===== src/rtl/store_narrow_unit_pkg.sv =====
// Shared encodings for the store narrowing path.
// Size codes, completion codes and FSM states.
package store_narrow_unit_pkg;

  localparam logic [1:0] SZ_BYTE = 2'b00;
  localparam logic [1:0] SZ_HALF = 2'b01;
  localparam logic [1:0] SZ_WORD = 2'b10;
  localparam logic [1:0] SZ_RSVD = 2'b11;

  localparam logic [1:0] ERR_OK    = 2'b00;
  localparam logic [1:0] ERR_ALIGN = 2'b01;
  localparam logic [1:0] ERR_TMO   = 2'b10;
  localparam logic [1:0] ERR_TRUNC = 2'b11;

  typedef logic [2:0] state_t;

  localparam state_t S_IDLE  = 3'd0;
  localparam state_t S_WRITE = 3'd1;
  localparam state_t S_DONE  = 3'd2;
  localparam state_t S_ERR   = 3'd3;
  localparam state_t S_ABORT = 3'd4;

  // High when narrowing would lose information (value is not a
  // sign-extension of the kept low bits).
  function automatic logic trunc_lossy(
    input logic [1:0]  size,
    input logic [31:0] data
  );
    logic bad;
    bad = 1'b0;
    if (size == SZ_BYTE)
      bad = (data[31:8] != {24{data[7]}});
    else if (size == SZ_HALF)
      bad = (data[31:16] != {16{data[15]}});
    return bad;
  endfunction

endpackage


===== src/rtl/store_lane_align.sv =====
// Combinational byte-lane placement for narrowed stores.
// Produces byte enables, replicated lane data and a misalignment flag.
module store_lane_align
  import store_narrow_unit_pkg::*;
(
  input  logic [1:0]  size_i,
  input  logic [1:0]  off_i,
  input  logic [31:0] data_i,
  output logic [3:0]  be_o,
  output logic [31:0] data_o,
  output logic        mis_o
);

  always_comb begin
    be_o   = 4'b0000;
    data_o = data_i;
    mis_o  = 1'b0;
    unique case (1'b1)
      (size_i == SZ_BYTE): begin
        be_o   = 4'b0001 << off_i;
        data_o = {4{data_i[7:0]}};
      end
      (size_i == SZ_HALF): begin
        be_o   = off_i[1] ? 4'b1100 : 4'b0011;
        data_o = {2{data_i[15:0]}};
        mis_o  = off_i[0];
      end
      (size_i == SZ_WORD): begin
        be_o  = 4'b1111;
        mis_o = |off_i;
      end
      default: begin
        mis_o = 1'b1;
      end
    endcase
  end

endmodule


===== src/rtl/store_narrow_unit.sv =====
// Store narrowing unit: sizes, aligns and writes register data to memory.
// Optional lossy-narrowing check: define STORE_NARROW_TRUNC_CHECK_EN.
module store_narrow_unit
  import store_narrow_unit_pkg::*;
#(
  parameter int ADDR_W  = 32,
  parameter int TIMEOUT = 15,
  parameter int CNT_W   = 4
) (
  input  logic              clk,
  input  logic              rst_n,
  input  logic              st_valid,
  output logic              st_ready,
  input  logic [1:0]        st_size,
  input  logic [ADDR_W-1:0] st_addr,
  input  logic [31:0]       st_wdata,
  output logic              st_done,
  output logic [1:0]        st_err,
  output logic              mem_req,
  input  logic              mem_ack,
  output logic [ADDR_W-1:0] mem_addr,
  output logic [3:0]        mem_be,
  output logic [31:0]       mem_wdata
);

  state_t            state_q, state_d;
  logic [CNT_W-1:0]  cnt_q, cnt_d;
  logic [CNT_W-1:0]  cnt_inc;
  logic [1:0]        err_q, err_d;
  logic [ADDR_W-1:0] addr_q, addr_d;
  logic [3:0]        be_q, be_d;
  logic [31:0]       wdata_q, wdata_d;

  logic [3:0]        lane_be;
  logic [31:0]       lane_data;
  logic              lane_mis;
  logic              trunc_bad;

  store_lane_align u_align (
    .size_i (st_size),
    .off_i  (st_addr[1:0]),
    .data_i (st_wdata),
    .be_o   (lane_be),
    .data_o (lane_data),
    .mis_o  (lane_mis)
  );

`ifdef STORE_NARROW_TRUNC_CHECK_EN
  assign trunc_bad = trunc_lossy(st_size, st_wdata);
`else
  assign trunc_bad = 1'b0;
`endif

  assign cnt_inc = cnt_q + 1'b1;

  always_comb begin
    state_d = state_q;
    cnt_d   = cnt_q;
    err_d   = ERR_OK;
    addr_d  = addr_q;
    be_d    = be_q;
    wdata_d = wdata_q;
    unique case (state_q)
      S_IDLE: begin
        cnt_d = '0;
        if (st_valid) begin
          if (lane_mis) begin
            state_d = S_ERR;
            err_d   = ERR_ALIGN;
          end else if (trunc_bad) begin
            state_d = S_ERR;
            err_d   = ERR_TRUNC;
          end else begin
            state_d = S_WRITE;
            addr_d  = {st_addr[ADDR_W-1:2], 2'b00};
            be_d    = lane_be;
            wdata_d = lane_data;
          end
        end
      end
      S_WRITE: begin
        // An ack arriving on the final allowed cycle still completes.
        if (mem_ack) begin
          state_d = S_DONE;
          cnt_d   = '0;
        end else if (cnt_inc == CNT_W'(TIMEOUT)) begin
          state_d = S_ABORT;
          err_d   = ERR_TMO;
          cnt_d   = '0;
        end else begin
          cnt_d = cnt_inc;
        end
      end
      S_DONE, S_ERR, S_ABORT: begin
        state_d = S_IDLE;
      end
      default: begin
        state_d = S_IDLE;
        cnt_d   = '0;
      end
    endcase
  end

  always_ff @(posedge clk) begin
    if (!rst_n) begin
      state_q <= S_IDLE;
      cnt_q   <= '0;
      err_q   <= ERR_OK;
      addr_q  <= '0;
      be_q    <= 4'b0000;
      wdata_q <= 32'h0;
    end else begin
      state_q <= state_d;
      cnt_q   <= cnt_d;
      err_q   <= err_d;
      addr_q  <= addr_d;
      be_q    <= be_d;
      wdata_q <= wdata_d;
    end
  end

  assign st_ready  = (state_q == S_IDLE);
  assign mem_req   = (state_q == S_WRITE);
  assign st_done   = (state_q == S_DONE) || (state_q == S_ERR)
                  || (state_q == S_ABORT);
  assign st_err    = err_q;
  assign mem_addr  = addr_q;
  assign mem_be    = be_q;
  assign mem_wdata = wdata_q;

endmodule

===== config.mk =====
export PLATFORM = sky130hd
export DESIGN_NAME = store_narrow_unit
export DESIGN_NICKNAME = d
export VERILOG_FILES = /design/src/rtl/store_narrow_unit_pkg.sv /design/src/rtl/store_lane_align.sv /design/src/rtl/store_narrow_unit.sv
export SDC_FILE = /design/constraint.sdc
export NUM_CORES = 1
export LEC_CHECK = 0
export CAP_MARGIN = 20
export CORE_ASPECT_RATIO = 1.1
export CORE_MARGIN = 2
export CORE_UTILIZATION = 46
export DETAILED_ROUTE_END_ITERATION = 6
export DONT_BUFFER_PORTS = 1
export REMOVE_ABC_BUFFERS = 1
export SLEW_MARGIN = 20
export SYNTH_ARGS = -nofsm -noshare
export SYNTH_HDL_FRONTEND = slang
export SYNTH_HIERARCHICAL = 1
export SYNTH_SLANG_ARGS = --single-unit

===== constraint.sdc =====
create_clock -name clk -period 1.4 [get_ports clk]
set_input_delay 0.14 -clock clk [delete_from_list [all_inputs] [get_ports clk]]
set_output_delay 0.14 -clock clk [all_outputs]
set_load 0.02 [all_outputs]

# Word-level counts from Yosys, hierarchy flattened
# Index checks and enable logic that the tools add are counted.
dict set report op_classes {
  shifts 1
  reduce_logical 8
  bitwise 1
  muxes 17
  addsub 1
  eq_ne 9
}
# operator n
set op_table {}
lappend op_table {{$pmux 32 s2} 1}
lappend op_table {{$mux 4} 3}
lappend op_table {{$pmux 4 s3} 1}
lappend op_table {{$mux 3} 3}
lappend op_table {{$pmux 4 s2} 1}
lappend op_table {{$eq 3x2->1 const B} 2}
lappend op_table {{$mux 2} 3}
lappend op_table {{$pmux 3 s2} 1}
lappend op_table {{$add 4x1->4 const B} 1}
lappend op_table {{$eq 4x4->1 const B} 1}
lappend op_table {{$pmux 2 s2} 1}
lappend op_table {{$shl 1x2->4 const A} 1}
lappend op_table {{$eq 3x1->1 const B} 1}
lappend op_table {{$eq 3x3->1 const B} 1}
lappend op_table {{$logic_not 3->1} 1}
lappend op_table {{$ne 3x1->1 const B} 1}
lappend op_table {{$pmux 1 s3} 1}
lappend op_table {{$reduce_and 3->1} 1}
lappend op_table {{$reduce_or 3->1} 1}
lappend op_table {{$eq 2x1->1 const B} 1}
lappend op_table {{$eq 2x2->1 const B} 1}
lappend op_table {{$logic_not 2->1} 1}
lappend op_table {{$logic_or 1x1->1} 2}
lappend op_table {{$mux 1} 2}
lappend op_table {{4 further kinds} 4}
dict set report totals {
  input_bits 70
  wordCells 43
  regBits 75
  output_inout_bits 73
}

# Logic depth before layout (Yosys ltp)
# Gate-level depths: netlist of run 1.
dict set report depth {
  ltp_word 5
  depth_mapped 9
  depth_no_buf 6
}

# Modules after synthesis
# The synthesis of run 1 kept the hierarchy.
# module seq_area_each_um2 area_each_um2 cells_each n_inst
set modules_own_cells {}
lappend modules_own_cells {store_narrow_unit 1501.4 2927.8 341 1}
lappend modules_own_cells {store_lane_align 0.0 574.3 68 1}

# Worst setup path after synthesis of run 1
# OpenSTA, ideal clock, no wires.
dict set report synth_timing {
  path_kind {register to register}
  startpoint {reg cnt_q[0]}
  endpoint {reg cnt_q[1]}
  n_path_buf 0
  setup_slack_ns -0.106
  setup_time_ns 0.117
  arrival_time_ns 1.389
  period_less_slack_ns 1.506
  t_required_ns 1.283
  stages_incl_launch_ff 6
  path_cell_list {dfxtp_1 -> ha_1 -> nand2b_1 -> o21ai_0 -> a31oi_1 -> a32o_1}
}
dict set report synth_between {
  elab_chain_cells 5
}
# item line
set synth_lines {}
lappend synth_lines {{start, declared} store_narrow_unit.sv:27} ;# logic [CNT_W-1:0] cnt_q, cnt_d;
lappend synth_lines {{start signal, assigned} store_narrow_unit.sv:114} ;# cnt_q <= cnt_d;
lappend synth_lines {{$add 4x1->4 (*)} store_narrow_unit.sv:54} ;# assign cnt_inc = cnt_q + 1'b1;
lappend synth_lines {{$eq 4x4->1} store_narrow_unit.sv:86} ;# end else if (cnt_inc == CNT_W'(TIMEOUT)) begin
lappend synth_lines {{$mux 4 (*)} store_narrow_unit.sv:86}
lappend synth_lines {{$mux 4 (*)} store_narrow_unit.sv:83} ;# if (mem_ack) begin
lappend synth_lines {{$pmux 4 s2 (*)} store_narrow_unit.sv:63} ;# unique case (state_q)
# Every way passes the cells marked *; elsewhere a longest branch is shown, timed or not.
# A chain may end at the register's enable or synchronous reset.

# Final worst setup path of run 1
dict set report layout_timing {
  startpoint {reg state_q[2]}
  endpoint {out st_done}
}
dict set report layout_between {
  elab_chain_cells 3
  word_cells_on_any_way 5
  classes_between {eq/ne (3); reduce/logical (2)}
}
# item line
set layout_lines {}
lappend layout_lines {{start, declared} store_narrow_unit.sv:26} ;# state_t state_q, state_d;
lappend layout_lines {{start signal, assigned} store_narrow_unit.sv:113} ;# state_q <= state_d;
lappend layout_lines {{$eq 3x2->1} store_narrow_unit.sv:124} ;# assign st_done = (state_q == S_DONE) || (state_q == S_ERR)
lappend layout_lines {{$logic_or 1x1->1} store_narrow_unit.sv:124}
lappend layout_lines {{$logic_or 1x1->1 (*)} store_narrow_unit.sv:125} ;# || (state_q == S_ABORT);
lappend layout_lines {{end, declared} store_narrow_unit.sv:17} ;# output logic st_done,
# Marks and branches as above.

==> results.sh, run 1 <==
export IMPL_drtPass1Iterations=4
export IMPL_synth_area_per_cell_sq_um=8.563
export IMPL_clock_sinks=75
export IMPL_grt_start_max_net_pins=75
export IMPL_period_share_pct=107.3
export IMPL_skew_ps=12.92
export IMPL_num_vias=2887
export IMPL_worstPathRequired_ps=1260
export IMPL_die_h_um=95.51
export IMPL_grt_pass1_wl_mm=12.99
export IMPL_p_leak_nw=1.671
export IMPL_maxSlewHeadroom_pct=60.80
export IMPL_die_area_sq_mm=0.008328
export IMPL_grt_pass1_vias=2722
export IMPL_yosysWarningCount=6
export IMPL_fillCellCount=664
export IMPL_power_mw=4.871
export IMPL_peakVddDrop_v=0.0006753
export IMPL_antenna_found_initial=0
export IMPL_cts_buffer_depth=2
export IMPL_async_reset_ff_share_pct=0
export IMPL_fin_crit_ps=1502
export IMPL_io_pin_count=143
export IMPL_multi_input_area_sq_mm=0.001774
export IMPL_synth_area_sq_mm=0.003502
export IMPL_cts_root_buf="clkbuf_8"
export IMPL_crit_type="register to primary output"
export IMPL_synth_distinct_cells=37
export IMPL_slew_viol_final=0
export IMPL_cp_end_kind="primary output"
export IMPL_grt_util_all_layers_pct=20.00
export IMPL_drcViolationCount=0
export IMPL_syn_instance_count=409
export IMPL_core_sq_mm=0.007432
export IMPL_crit_fanout=5
export IMPL_rows=33
export IMPL_cts_made_buffers=9
export IMPL_grt_overflow=0
export IMPL_synth_seq_cells=75
export IMPL_drv_cap=0
export IMPL_syn2layout_area_growth_pct=23.47
export IMPL_final_seq_area_sq_mm=0.001505
export IMPL_hp_class="primary input to register"
export IMPL_place_worst_setup_slack_ps=-131.3
export IMPL_wl_mm=8.533
export IMPL_clk_pin_slew_ps=80
export IMPL_clk_insertion_delay_late_ps=340
export IMPL_final_nets=524
export IMPL_fmax_ghz=0.6658
export IMPL_p_per_area_mw_per_mm2=1126
export IMPL_n_antenna_cell=0
export IMPL_final_common_cell="nand2_1"
export IMPL_start_util_pct=47.12
export IMPL_tightest_slew_ps=586.1
export IMPL_ys_flop_type="dfxtp_1"
export IMPL_rsz0062_at_grt="yes"
export IMPL_viasPerCell=5.307
export IMPL_drt_initial_drc_count=127
export IMPL_synth_edff_count=0
export IMPL_status="finished with violations"
export IMPL_cts_tree="done"
export IMPL_final_cell_mix="nand2_1 (145), dfxtp_1 (72), a21boi_1 (61)"
export IMPL_die_w_um=87.20
export IMPL_ant_nets=0
export IMPL_yosysSeqAreaShare_pct=42.87
export IMPL_setup_viol_count_final=25
export IMPL_drive_gt1_share_pct=16.63
export IMPL_place_gp_congestion=0.7852
export IMPL_hold_viol=0
export IMPL_cts_max_level=3
export IMPL_crit_path_start_kind="register"
export IMPL_wl_per_cell_um=15.69
export IMPL_worst_slack_ps=-102.0
export IMPL_violations="negative setup slack"
export IMPL_io_buffers=0
export IMPL_arrival_ps=1360
export IMPL_fin_util_pct=58.18
export IMPL_place_hpwl_mm=5.032
==> per-layer routing <==
layer  global-route usage [%]  up-vias  part of all wire [%]
met5                        0        -                     0
met4                    7.308        0                   1.3
met3                    6.234       13                   6.8
met2                    34.92       95                    53
met1                    22.89     1352                    39
li1                         -     1427                     -
==> registers in the layout (all words and copies together), names as in the netlist <==
register / cells
mem_wdata: 32
state_q: 3
mem_be: 4
cnt_q: 4
mem_addr: 30
st_err: 2
==> through the flow <==
stage | cells | area, sq um | setup TNS [ps] | hold WS (ps)
after global placement | 485 | 3595 | -307.6 | 270.7
after CTS | 544 | 4308 | -2019 | 2.870
after detailed placement | 485 | 3595 | -1351 | 273.2
after global routing | 544 | 4324 | -9178 | 38.83
final | 544 | 4324 | -605.6 | 26.60
after floorplan | 371 | 3242 | -50510 | 257.5
==> repair_timing <==
action                     4_1_cts  5_1_grt
buffers inserted                 1        0
gates resized for setup         16        4
setup endpoints to repair       60       76
gates cloned                     0        0
pin swaps                        4        0
hold buffers                    42        0
hold endpoints to repair        75        0
==> worst max-delay path, stage by stage, from the launching register on <==
cell      delay, ps
dfxtp_2         350
buf_6           100
buf_6           110
nand2b_4         50
mux2i_1         160
buf_4           150
buf_6           110
==> cell usage after synthesis, drive strengths merged (5+ instances only) <==
cell type / instances / share of area (%)
a21boi: 67 / 14
a21oi: 6 / 0.86
buf: 25 / 6.0
clkbuf: 14 / 1.5
dfxtp: 75 / 43
mux2: 16 / 5.9
mux2i: 11 / 3.1
nand2: 145 / 16
nand2b: 5 / 0.89
nor2: 6 / 1.1
o21ai: 11 / 1.6
==> cell type report <==
cell class                      instances  share of cell area (%)
Clock buffer                           10                   2.951
Clock inverter                          6                   2.083
Inverter                                3                  0.3183
Multi-Input combinational cell        293                   41.03
Sequential cell                        75                   34.81
Tap cell                               87                   2.517
Timing Repair Buffer                   70                   16.29
==> power breakdown <==
group / switching [mW] / total [mW] / internal (mW)
clock network: 0.815 / 1.82 / 1.01
logic: 0.284 / 0.620 / 0.336
registers: 0.191 / 2.43 / 2.24
total: 1.29 / 4.87 / 3.58
==> cell families (layout without fill, tap and decap cells) <==
| family | count (synthesis) | in the layout | share of synthesized area [%] |
|---|---|---|---|
| other | 1 | 2 | 0.1071 |
| AOI/OAI and AO/OA | 94 | 94 | 19.15 |
| DFF | 75 | 75 | 42.87 |
| and+or+nand+nor | 167 | 167 | 20.01 |
| xor gates and xnor gates | 1 | 1 | 0.2501 |
| buffers and inverters | 42 | 89 | 7.860 |
| muxes | 27 | 27 | 9.039 |
| adders and majority gates | 2 | 2 | 0.7144 |
==> final timing paths <==
kind                startpoint  cells after the start  slack, ps       endpoint
setup / recovery    state_q[2]                      6       -100        st_done
hold / removal      st_size[1]                      3         30  mem_wdata[27]
setup reg to reg    state_q[2]                      5        -50       cnt_q[3]
hold reg to reg   mem_addr[10]                      2        550   mem_addr[10]
Power figures use the tool's default switching activity.
==> run 2, diff against run 1 <==
--- a/config.mk
+++ b/config.mk
@@ -15,5 +15,4 @@
 export SLEW_MARGIN = 20
 export SYNTH_ARGS = -nofsm -noshare
 export SYNTH_HDL_FRONTEND = slang
-export SYNTH_HIERARCHICAL = 1
 export SYNTH_SLANG_ARGS = --single-unit
==> run 2 against run 1 <==
Compared with the run above:
- the run still ends with negative setup slack left
- synthesized cell count decreased by 2.9%
- critical path depth fell by 2
- highest routed layer unchanged
- setup slack better by 50 ps
- design area increased by 16%
- critical endpoint is now cnt_q[1]
- critical path type is now register to register
- clock power fell by 13%
- final cell count increased by 9.0%
- core utilization up 9.0 points
==> results.sh, run 2 <==
export IMPL_hold_viol=0
export IMPL_cpPeakStageDelay_ps=380
export IMPL_yosysWarningCount=0
export IMPL_critical_path_slowest_cell="a311o_1"
export IMPL_synth_area_sq_mm=0.003513
export IMPL_dp_cells=470
export IMPL_synth_distinct_cells=42
export IMPL_crit_path_cell_trace="nor4b_2, nand2_1, a311o_1, o22ai_1"
export IMPL_synth_top_cells_by_area="dfxtp_1 (43%), mux2i_1 (16%), nand2_1 (10%)"
export IMPL_crit_buf_inv=0
export IMPL_grt_overflow=0
export IMPL_fmax_ghz=0.6887
export IMPL_synth_area_per_cell_sq_um=8.850
export IMPL_worst_slack_ps=-51.99
export IMPL_start_util_pct=47.27
export IMPL_clock_sinks=75
export IMPL_fillCellCount=615
export IMPL_crit_fanout=5
export IMPL_ant_nets=0
export IMPL_ys_flop_type="dfxtp_1"
export IMPL_core_sq_mm=0.007432
export IMPL_setup_viol_count_final=4
export IMPL_final_nets=574
export IMPL_final_common_cell="dlygate4sd3_1"
export IMPL_rows=33
export IMPL_fin_crit_ps=1452
export IMPL_wl_mm=10.47
export IMPL_cp_top_family="compound AO/OA/AOI/OAI gates"
export IMPL_synth_edff_count=0
export IMPL_wl_per_cell_um=17.65
export IMPL_final_seq_area_sq_mm=0.001510
export IMPL_crit_path_start_kind="register"
export IMPL_clk_pin_slew_ps=70
export IMPL_grt_util_all_layers_pct=24.40
export IMPL_cts_tree="done"
export IMPL_place_gp_congestion=0.7965
export IMPL_io_pin_count=143
export IMPL_violations="negative setup slack"
export IMPL_power_mw=4.913
export IMPL_yosysSeqAreaShare_pct=42.74
export IMPL_die_w_um=87.33
export IMPL_status="finished with violations"
export IMPL_synth_seq_cells=75
export IMPL_antenna_found_initial=0
export IMPL_crit_type="register to register"
export IMPL_synth_largest_area_cell="dfxtp_1"
export IMPL_syn_instance_count=397
export IMPL_die_h_um=95.66
export IMPL_syn2layout_area_growth_pct=42.20
export IMPL_synth_common_cells="nand2_1 (95), dfxtp_1 (75), mux2i_1 (56)"
export IMPL_async_reset_ff_share_pct=0
export IMPL_slew_viol_final=0
export IMPL_grt_pass1_vias=3274
export IMPL_place_hpwl_mm=5.533
export IMPL_post_layout_nonfiller_instances=593
export IMPL_period_share_pct=103.7
export IMPL_num_vias=3276
export IMPL_skew_ps=11.68
export IMPL_cts_buffer_depth=2
export IMPL_cts_max_level=3
export IMPL_cts_made_buffers=9
export IMPL_io_buffers=0
export IMPL_clk_insertion_delay_late_ps=340
export IMPL_viasPerCell=5.524
export IMPL_drv_cap=0
export IMPL_p_per_area_mw_per_mm2=983.5
export IMPL_die_area_sq_mm=0.008354
export IMPL_grt_pass1_wl_mm=15.90
export IMPL_drt_initial_drc_count=105
export IMPL_worstPathRequired_ps=1660
export IMPL_rsz0062_at_grt="yes"
export IMPL_drtPass1Iterations=4
export IMPL_final_cell_mix="dlygate4sd3_1 (99), nand2_1 (95), dfxtp_1 (70)"
export IMPL_p_leak_nw=1.992
export IMPL_cts_root_buf="clkbuf_8"
export IMPL_grt_start_max_net_pins=64
export IMPL_n_antenna_cell=0
export IMPL_yosysMostFrequentCell="nand2_1"
export IMPL_cp_end_kind="register"
export IMPL_hp_class="primary input to register"
export IMPL_drive_gt1_share_pct=14.03
export IMPL_yosysTopAreaCellShare_pct=42.74
export IMPL_multi_input_area_sq_mm=0.001836
export IMPL_arrival_ps=1720
export IMPL_largest_reg_flops=32
export IMPL_peakVddDrop_v=0.0006465
export IMPL_drcViolationCount=0
[run 2: final cells by class]
type                    count  area share (%)
clock buffers               9           2.479
inverters                   5          0.4257
repair buffers            130           26.80
well taps                  87           2.179
multi-input cells         281           36.74
flip-flops and latches     75           30.23
clock inverters             6           1.152
[run 2: routing by layer]
layer | part of all wire [%] | GRT usage, % | up-vias
met4 | 2.3 | 11.03 | 0
met1 | 39 | 27.88 | 1564
met2 | 52 | 42.36 | 109
met5 | 0 | 0 | -
met3 | 6.6 | 6.407 | 22
li1 | - | - | 1581
[run 2: final timing paths]
| path | from | to | slack (ps) | cells after the start |
|---|---|---|---|---|
| worst max-delay path | state_q[2] | cnt_q[1] | -50 | 4 |
| worst min-delay path | st_valid | state_q[1] | 40 | 2 |
| worst max register to register | state_q[2] | cnt_q[1] | -50 | 4 |
| worst min register to register | mem_wdata[26] | mem_wdata[26] | 550 | 2 |
[run 2: stage by stage]
stage	utilization (%)	area, sq um	hold WS, ps	setup TNS (ps)	setup slack (ps)
6_report	67.22	4996	42.13	-98.56	-51.99
5_1_grt	67.22	4996	39.08	-2920	-117.5
4_1_cts	65.40	4861	4.739	-300.4	-46.80
3_5_place_dp	48.20	3582	283.2	-363.2	-49.22
3_3_place_gp	48.20	3582	281.9	0	9.764
2_1_floorplan	-	3277	256.1	-91440	-1378
[run 2: power by group]
part / total (mW) / switching (mW) / internal (mW) / leakage [nW]
sequential: 2.52 / 0.251 / 2.27 / 0.614
combinational: 0.814 / 0.351 / 0.462 / 1.28
clock: 1.58 / 0.782 / 0.801 / 0.0946
[run 2: logic make-up (layout without fill, tap and decap cells)]
group	count (synthesis)	after routing	share of synthesized area, %
AND/OR/NAND/NOR	156	156	20.44
flip-flops	75	75	42.74
AO/OA/AOI/OAI	63	63	12.11
multiplexers	57	57	16.27
buffers and inverters	42	150	7.372
adder cells (fa/ha/maj)	2	2	0.7121
other	1	2	0.1067
XOR/XNOR	1	1	0.2493
[run 2: repair_timing]
action / CTS / global route
pin swaps: 7 / 5
cloned: 1 / 1
gates resized for setup: 12 / 29
hold buffers: 100 / 0
setup endpoints to repair: 26 / 70
setup buffers: 1 / 5
hold endpoints to repair: 70 / 0
[run 2: worst reg2reg max path: stages, from the launching register on]
cell	delay, ps
dfxtp_2	360
nor4b_2	350
nand2_1	140
a311o_1	380
o22ai_1	150
